==> src/rtl/matrix_pkg.sv <==
// Shared definitions for the matrix entry controller.
// Contents:
//   state_t        - controller states; the encoding is exported as 'phase'
//   ADD, SUB, MUL  - ALU opcodes latched from keycode[1:0]
//   ADDR_W         - width of the register-file element index
//   is_entry_state - true in the states where the user is typing
package matrix_pkg;

  typedef enum logic [2:0] {
    LOAD_A = 3'd0,
    LOAD_B = 3'd1,
    GET_OP = 3'd2,
    START  = 3'd3,
    WAIT   = 3'd4,
    SHOW   = 3'd5
  } state_t;

  localparam logic [1:0] ADD = 2'b00;
  localparam logic [1:0] SUB = 2'b01;
  localparam logic [1:0] MUL = 2'b10;

  localparam int ADDR_W = 4;

  function automatic logic is_entry_state(state_t s);
    return (s == LOAD_A) || (s == LOAD_B) || (s == GET_OP);
  endfunction

endpackage

==> src/rtl/entry_timer.sv <==
// Idle counter for the optional entry timeout.
// Ports:
//   clk     in   clock, rising edge
//   nrst    in   asynchronous active-low reset
//   clear   in   restart counting from zero
//   expired out  counter has reached LIMIT (holds there until cleared)
module entry_timer #(
  parameter logic [23:0] LIMIT = 24'd10_000_000
) (
  input  logic clk,
  input  logic nrst,
  input  logic clear,
  output logic expired
);

  logic [23:0] count;

  // Saturate at LIMIT so a long stay in WAIT/SHOW cannot wrap around.
  always_ff @(posedge clk or negedge nrst) begin
    if (!nrst) begin
      count <= '0;
    end else if (clear) begin
      count <= '0;
    end else if (count != LIMIT) begin
      count <= count + 24'd1;
    end
  end

  assign expired = (count == LIMIT);

endmodule

==> src/rtl/matrix_entry_ctrl.sv <==
// Keypad-driven entry controller for a small matrix ALU.
// Collects DIM*DIM elements for matrix A then B, an opcode, starts the ALU,
// waits for completion and holds the result for display.
// Optional feature: define ENTRY_TIMEOUT_EN to add an idle timeout that
// returns the controller to its reset state while the user is typing.
// Ports:
//   clk, nrst            clock (rising edge), async active-low reset
//   keycode[8:0]         completed keypad code, valid with store_dig
//   store_dig            digit complete pulse
//   enter                enter command pulse
//   result_ready         compute command pulse
//   alu_done             ALU finished
//   wr_en/wr_sel/wr_addr/wr_data  register-file write port (sel 0=A, 1=B)
//   alu_op[1:0]          latched opcode
//   alu_start            one-cycle ALU start pulse
//   phase[2:0]           current state encoding
//   result_valid         high while showing the result
//   err                  one-cycle pulse on a rejected command
module matrix_entry_ctrl
  import matrix_pkg::*;
#(
  parameter int          DIM            = 3,
  parameter logic [23:0] TIMEOUT_CYCLES = 24'd10_000_000
) (
  input  logic       clk,
  input  logic       nrst,
  input  logic [8:0] keycode,
  input  logic       store_dig,
  input  logic       enter,
  input  logic       result_ready,
  input  logic       alu_done,
  output logic       wr_en,
  output logic       wr_sel,
  output logic [3:0] wr_addr,
  output logic [8:0] wr_data,
  output logic [1:0] alu_op,
  output logic       alu_start,
  output logic [2:0] phase,
  output logic       result_valid,
  output logic       err
);

  localparam logic [ADDR_W-1:0] N = ADDR_W'(DIM * DIM);

  state_t            state, state_nx;
  logic [ADDR_W-1:0] idx, idx_nx;
  logic [1:0]        alu_op_nx;
  logic              op_vld, op_vld_nx;
  logic              wr_en_nx, wr_sel_nx, err_nx;
  logic [ADDR_W-1:0] wr_addr_nx;
  logic [8:0]        wr_data_nx;
  logic              timeout_hit;

`ifdef ENTRY_TIMEOUT_EN
  logic expired;
  logic tmr_clear;

  // Any user/ALU activity or state change counts as "not idle".
  assign tmr_clear = store_dig | enter | result_ready | alu_done |
                     (state_nx != state) | timeout_hit;

  entry_timer #(.LIMIT(TIMEOUT_CYCLES)) u_entry_timer (
    .clk     (clk),
    .nrst    (nrst),
    .clear   (tmr_clear),
    .expired (expired)
  );

  assign timeout_hit = expired && is_entry_state(state);
`else
  logic unused_cfg;
  assign unused_cfg  = ^TIMEOUT_CYCLES;
  assign timeout_hit = 1'b0;
`endif

  always_ff @(posedge clk or negedge nrst) begin
    if (!nrst) begin
      state   <= LOAD_A;
      idx     <= '0;
      alu_op  <= ADD;
      op_vld  <= 1'b0;
      wr_en   <= 1'b0;
      wr_sel  <= 1'b0;
      wr_addr <= '0;
      wr_data <= '0;
      err     <= 1'b0;
    end else begin
      state   <= state_nx;
      idx     <= idx_nx;
      alu_op  <= alu_op_nx;
      op_vld  <= op_vld_nx;
      wr_en   <= wr_en_nx;
      wr_sel  <= wr_sel_nx;
      wr_addr <= wr_addr_nx;
      wr_data <= wr_data_nx;
      err     <= err_nx;
    end
  end

  always_comb begin
    state_nx   = state;
    idx_nx     = idx;
    alu_op_nx  = alu_op;
    op_vld_nx  = op_vld;
    wr_en_nx   = 1'b0;
    wr_sel_nx  = wr_sel;
    wr_addr_nx = wr_addr;
    wr_data_nx = wr_data;
    err_nx     = 1'b0;

    case (state)
      LOAD_A, LOAD_B: begin
        // A digit always wins over a simultaneous enter.
        if (store_dig) begin
          if (idx < N) begin
            wr_en_nx   = 1'b1;
            wr_sel_nx  = (state == LOAD_B);
            wr_addr_nx = idx;
            wr_data_nx = keycode;
            idx_nx     = idx + ADDR_W'(1);
          end else begin
            err_nx = 1'b1;
          end
        end else if (enter) begin
          if (idx == N) begin
            idx_nx    = '0;
            op_vld_nx = 1'b0;
            state_nx  = (state == LOAD_A) ? LOAD_B : GET_OP;
          end else begin
            err_nx = 1'b1;
          end
        end
      end
      GET_OP: begin
        if (store_dig) begin
          if (keycode[1:0] == ADD || keycode[1:0] == SUB || keycode[1:0] == MUL) begin
            alu_op_nx = keycode[1:0];
            op_vld_nx = 1'b1;
          end else begin
            err_nx = 1'b1;
          end
        end
        // Judged on the flag as it stood before this cycle's digit.
        if (result_ready) begin
          if (op_vld) begin
            state_nx = START;
          end else begin
            err_nx = 1'b1;
          end
        end
      end
      START: state_nx = WAIT;
      WAIT: begin
        if (alu_done) begin
          state_nx = SHOW;
        end
      end
      SHOW: begin
        if (enter && !store_dig) begin
          state_nx  = LOAD_A;
          idx_nx    = '0;
          op_vld_nx = 1'b0;
        end
      end
      default: state_nx = LOAD_A;
    endcase

    if (timeout_hit) begin
      state_nx   = LOAD_A;
      idx_nx     = '0;
      alu_op_nx  = ADD;
      op_vld_nx  = 1'b0;
      wr_en_nx   = 1'b0;
      wr_sel_nx  = 1'b0;
      wr_addr_nx = '0;
      wr_data_nx = '0;
      err_nx     = 1'b1;
    end
  end

  assign phase        = state;
  assign alu_start    = (state == START);
  assign result_valid = (state == SHOW);

endmodule

==> config.mk <==
export PLATFORM = sky130hd
export DESIGN_NAME = matrix_entry_ctrl
export DESIGN_NICKNAME = d
export VERILOG_FILES = /design/src/rtl/matrix_pkg.sv /design/src/rtl/entry_timer.sv /design/src/rtl/matrix_entry_ctrl.sv
export SDC_FILE = /design/constraint.sdc
export NUM_CORES = 1
export LEC_CHECK = 0
export ABC_CLOCK_PERIOD_IN_PS = 1800
export CAP_MARGIN = 30
export CORE_UTILIZATION = 41
export DETAILED_ROUTE_END_ITERATION = 8
export PLACE_DENSITY = 0.72
export SYNTH_ARGS = -nofsm -noshare
export SYNTH_HDL_FRONTEND = slang
export SYNTH_SLANG_ARGS = --single-unit
==> constraint.sdc <==
create_clock -name clk -period 1.8 [get_ports clk]
set_input_delay 0.36 -clock clk [delete_from_list [all_inputs] [get_ports clk]]
set_output_delay 0.36 -clock clk [all_outputs]
set_load 0.01 [all_outputs]
## Word level (Yosys, flattened, before mapping)

Cells that the tools add are included.

- Register bits: 26
- Input bits: 15
- Output and inout bits: 23

- $add $sub $neg: 1
- Order comparisons: 1
- Eq/ne operators: 20
- Muxes and demuxes: 34
- Reduce and logical (&&, ||, !) cells: 14

Operators with widths:

| cell | count |
|---|---|
| $mux 3 | 7 |
| $mux 4 | 5 |
| $mux 1 | 17 |
| $ne 2x2->1 const B | 8 |
| $pmux 3 s5 | 1 |
| $reduce_and 7->1 | 2 |
| $ne 3x3->1 const B | 3 |
| $pmux 4 s2 | 1 |
| $eq 3x2->1 const B | 2 |
| $eq 3x3->1 const B | 2 |
| $reduce_and 3->1 | 2 |
| $reduce_and 5->1 | 1 |
| $add 4x1->4 const B | 1 |
| $eq 4x4->1 const B | 1 |
| $lt 4x4->1 const B | 1 |
| $eq 3x1->1 const B | 1 |
| $logic_not 3->1 | 1 |
| $pmux 1 s3 | 1 |
| $reduce_bool 3->1 | 1 |
| $eq 2x1->1 const B | 1 |
| $eq 2x2->1 const B | 1 |
| $logic_not 2->1 | 1 |
| $logic_or 1x1->1 | 2 |
| $mux 2 | 1 |
| 6 further kinds | 6 |

## Longest topological paths before layout

- Depth in word-level cells: 8
- Mapped depth: 9

## Least setup slack after synthesis

OpenSTA, ideal clock, no wires.

- Kind: register -> register
- From: reg state[1], in the netlist phase[1]
- To: reg wr_data[3]
- Arrival: 1597 ps
- Data required time: 1675 ps
- Setup slack: 78 ps
- Stages on the path, launching flop included: 7
- Buffers on the path: 2
- Cells stage by stage: dfrtp_1 -> or3b_1 -> a21o_1 -> buf_6 -> inv_6 -> buf_12 -> mux2_4

- Cells in the longest elaborated chain, start to end: 3

Ends and longest elaborated chain:

| element | RTL line | source |
|---|---|---|
| start, declared | matrix_entry_ctrl.sv:45 | `state_t state, state_nx;` |
| start signal, assigned | matrix_entry_ctrl.sv:88 | `state <= state_nx;` |
| $eq 3x1->1 or $logic_not 3->1 (tied branches) | matrix_entry_ctrl.sv:111 | `case (state)` |
| $reduce_or 2->1 (*) | matrix_entry_ctrl.sv:111 |  |
| $reduce_and 3->1 (no source line) (*) | -- |  |
| end signal, assigned | matrix_entry_ctrl.sv:95 | `wr_data <= wr_data_nx;` |
| end, declared | matrix_entry_ctrl.sv:35 | `output logic [8:0] wr_data,` |

Mark *: on every way between the ends. The rest lies on a longest branch, timed or not.
A chain may end at the register's enable or synchronous reset.

## Worst setup path in the final report

- From: reg state[1], in the netlist phase[1]
- To: out phase[1]

RTL lines:

| element | RTL line | source |
|---|---|---|
| end, declared | matrix_entry_ctrl.sv:38 | `output logic [2:0] phase,` |

No word-level cell between the ends.

==> flow_summary.toml <==
[power_and_ir_drop]
ir_drop_mv = 0.769
pwr-share-clk = 0.159
cellLeakagePower_uw = 0.000837
internal_power_uw = 1700
pwr-share-comb = 0.461
power.switching_uw = 775
power_frac_seq = 0.380
pwr_density_cell_nw_per_um2 = 1360
netSwitchingFraction = 0.313

[sta]
finalHoldViolCount = 0
finalHoldWorstSlack_ns = 0.387
timing.final.ws_setup_ns = 0.0500
final.min_clock_period_ns = 1.75
max-slew-margin-rel = 0.700
final.period_utilization = 0.972
final-setup-viol-count = 0
fin_worst_skew_ns = 0.00309
timing_max_transition_violations_final = 0
tightest_slew_ns = 0.448
clock.fmax_mhz = 571
rsz0062_at_grt = "false"

[route]
routedWlPerCell_um = 14.3
first_pass_iters = 8
drc = 1
ratio_of_routed_vias_to_standard_cells = 5.16
totalWireLength_um = 2710
drt_iter0_markers = 29
via_count = 980
detail-route-antenna-nets = 0

[layout]
ant_diodes = 0
synthToLayoutAreaGrowth_pct = 45.2
commonest_non_fill_non_tap_cells_in_the_layout = "33 x clkdlybuf4s50_1, 24 x dfrtp_1, 16 x buf_4, 12 x nand2_1"
finish.net_count = 178
final_common_cell = "clkdlybuf4s50_1"
final_cells = 190
drive_gt1_frac = 0.283

[floorplan]
start_util = 0.444
core_area_um2 = 2830
die_height_um = 57.4
die-area_um2 = 3290
rows = 19
floorplan.io_pins = 38
die_width_um = 57.4

[synth]
synth_largest_area_cell = "dfrtp_1"
synthFlopType = "dfrtp_1"
avgSynthCellArea_um2 = 11.9
post_synth_main_area_contributors = "dfrtp_1 52%, mux2_4 7.2%, mux2_2 5.4%"
yosysWarningCount = 0
ys_types = 39
postSynthNetCount = 124
synth-edff-count = 0
synth_largest_type_area_fraction = 0.518
synth-seq-area-share = 0.518
mappedNetlistArea_um2 = 1260
postSynthCellCount = 106
asyncSetResetFlopFracSynth = 1.00
yosys_register_bits = 26

[job]
max-cap-violations = 0

[placed_design]
port_buffers = 37
dp_worst_setup_slack_ns = -0.282
hpwl_um = 1920
placed_cells_incl_taps = 181
globalplace.congestion = 0.789

[setup_path]
cpPeakStageDelay_ns = 0.53
type_of_the_setup_path_with_the_least_slack = "flip-flop to output port"
end_kind = "output port"
ff2ff_path_depth = 6
critical-path-slowest-cell = "clkdlybuf4s50_1"
crit_path_max_fanout = 6
cp-start-kind = "flip-flop"
critical_path.cell_chain = "buf_4 -> clkdlybuf4s50_1"
critical_path_at_ns = 1.39
crit_required_ns = 1.44

[global_route]
grt_start_max_net_pins = 27
vias_in_the_first_global_route = 1007
track_usage = 0.178
wire_length_of_the_first_global_routing_pass_um = 4510
grt_overflow = 0
antenna_found_initial = 0

[clocking]
clk_pin_slew_ns = 0.13
worst_skew_pair.late_latency_ns = 0.32
root_buffer = "clkbuf_4"
cts.sinks = 26
cts_tree = "done"
cts-htree-levels = 1
cts_buffers = 3
cts_buffer_depth = 2

[status]
status = "finished, violations left"
failed_checks = "design-rule violations"

[hold_path]
timing.hold.worst.class = "primary input to async pin"
## area by class of cell
class,instances,area (µm²)
Inverter,6,27.5
Clock buffer,3,22.5
Clock inverter,1,30.0
Multi-Input combinational cell,69,556
Sequential cell,26,653
Tap cell,31,38.8
Timing Repair Buffer,54,497
Fill cell,206,1000
## timing repair
item / CTS / global route
pin swaps: 0 / 1
hold buffers: 0 / 0
cloned: 0 / 0
endpoints found under the setup margin: 4 / 8
setup buffers: 3 / 2
resized for setup: 7 / 8
## path summary, 6_finish.rpt
kind / end / slack (ns) / start
worst max-delay path: phase[1] / 0.05 / phase[1]
worst min-delay path: wr_addr[0] / 0.39 / nrst
worst max register to register: idx[3] / 0.05 / phase[1]
worst min register to register: phase[0] / 0.49 / phase[0]
max in group asynchronous: phase[2] / 1.16 / nrst
min in group clk: phase[0] / 0.49 / phase[0]
## metrics by stage
step | instance area (µm²) | TNS, ns | util | total power, µW
after floorplan | 1260 | 0 | - | 1520
after global placement | 1710 | -2.92 | 0.605 | 1990
after detailed placement | 1710 | -3.31 | 0.605 | 2020
after CTS | 1790 | 0 | 0.633 | 2450
after global routing | 1820 | 0 | 0.645 | 2630
final | 1820 | 0 | 0.645 | 2480
## power by group through the flow
stage	clock (µW)	combinational [µW]	sequential, µW
2_1_floorplan	0	515	1010
3_3_place_gp	0	1040	955
3_5_place_dp	0	1060	964
6_report	394	1140	942
4_1_cts	404	1110	936
5_1_grt	428	1240	967
## critical path, delay by kind of cell (launching register included)
kind,cells,cell delay [ns]
flops,1,0.40
buf+inv,2,0.68
## cells in the mapped netlist, types with 2 or more instances
library cell / count
nor2_1: 3
o21ai_0: 5
a32oi_1: 2
a21boi_0: 2
inv_1: 5
o22a_1: 2
nand3b_1: 2
ha_1: 3
mux2_4: 6
nand3_1: 3
nand2b_1: 2
nand2_1: 12
clkbuf_1: 2
dfrtp_1: 26
nand4b_1: 2
mux2_2: 6
## per-layer routing
metal / share of wire / global-route usage
met3: 0.040 / 0.0567
met4: 0 / 0.0418
met1: 0.46 / 0.236
met5: 0 / 0
met2: 0.50 / 0.284
## registers in the layout, indices dropped and copies added, names as in the netlist
| name | cells |
|---|---|
| alu_op | 2 |
| err | 1 |
| idx | 4 |
| op_vld | 1 |
| phase | 3 |
| wr_addr | 4 |
| wr_data | 9 |
| wr_en | 1 |
| wr_sel | 1 |
## cells by family after synthesis
kind of cell    count (synthesis)  share of synthesized area
fa+ha+maj                       3                     0.0299
simple gates                   33                      0.148
compound gates                 21                      0.122
mux                            12                      0.125
flops                          26                      0.518
buf+inv                        11                     0.0568
No activity file was read; power rests on OpenSTA's default activity.
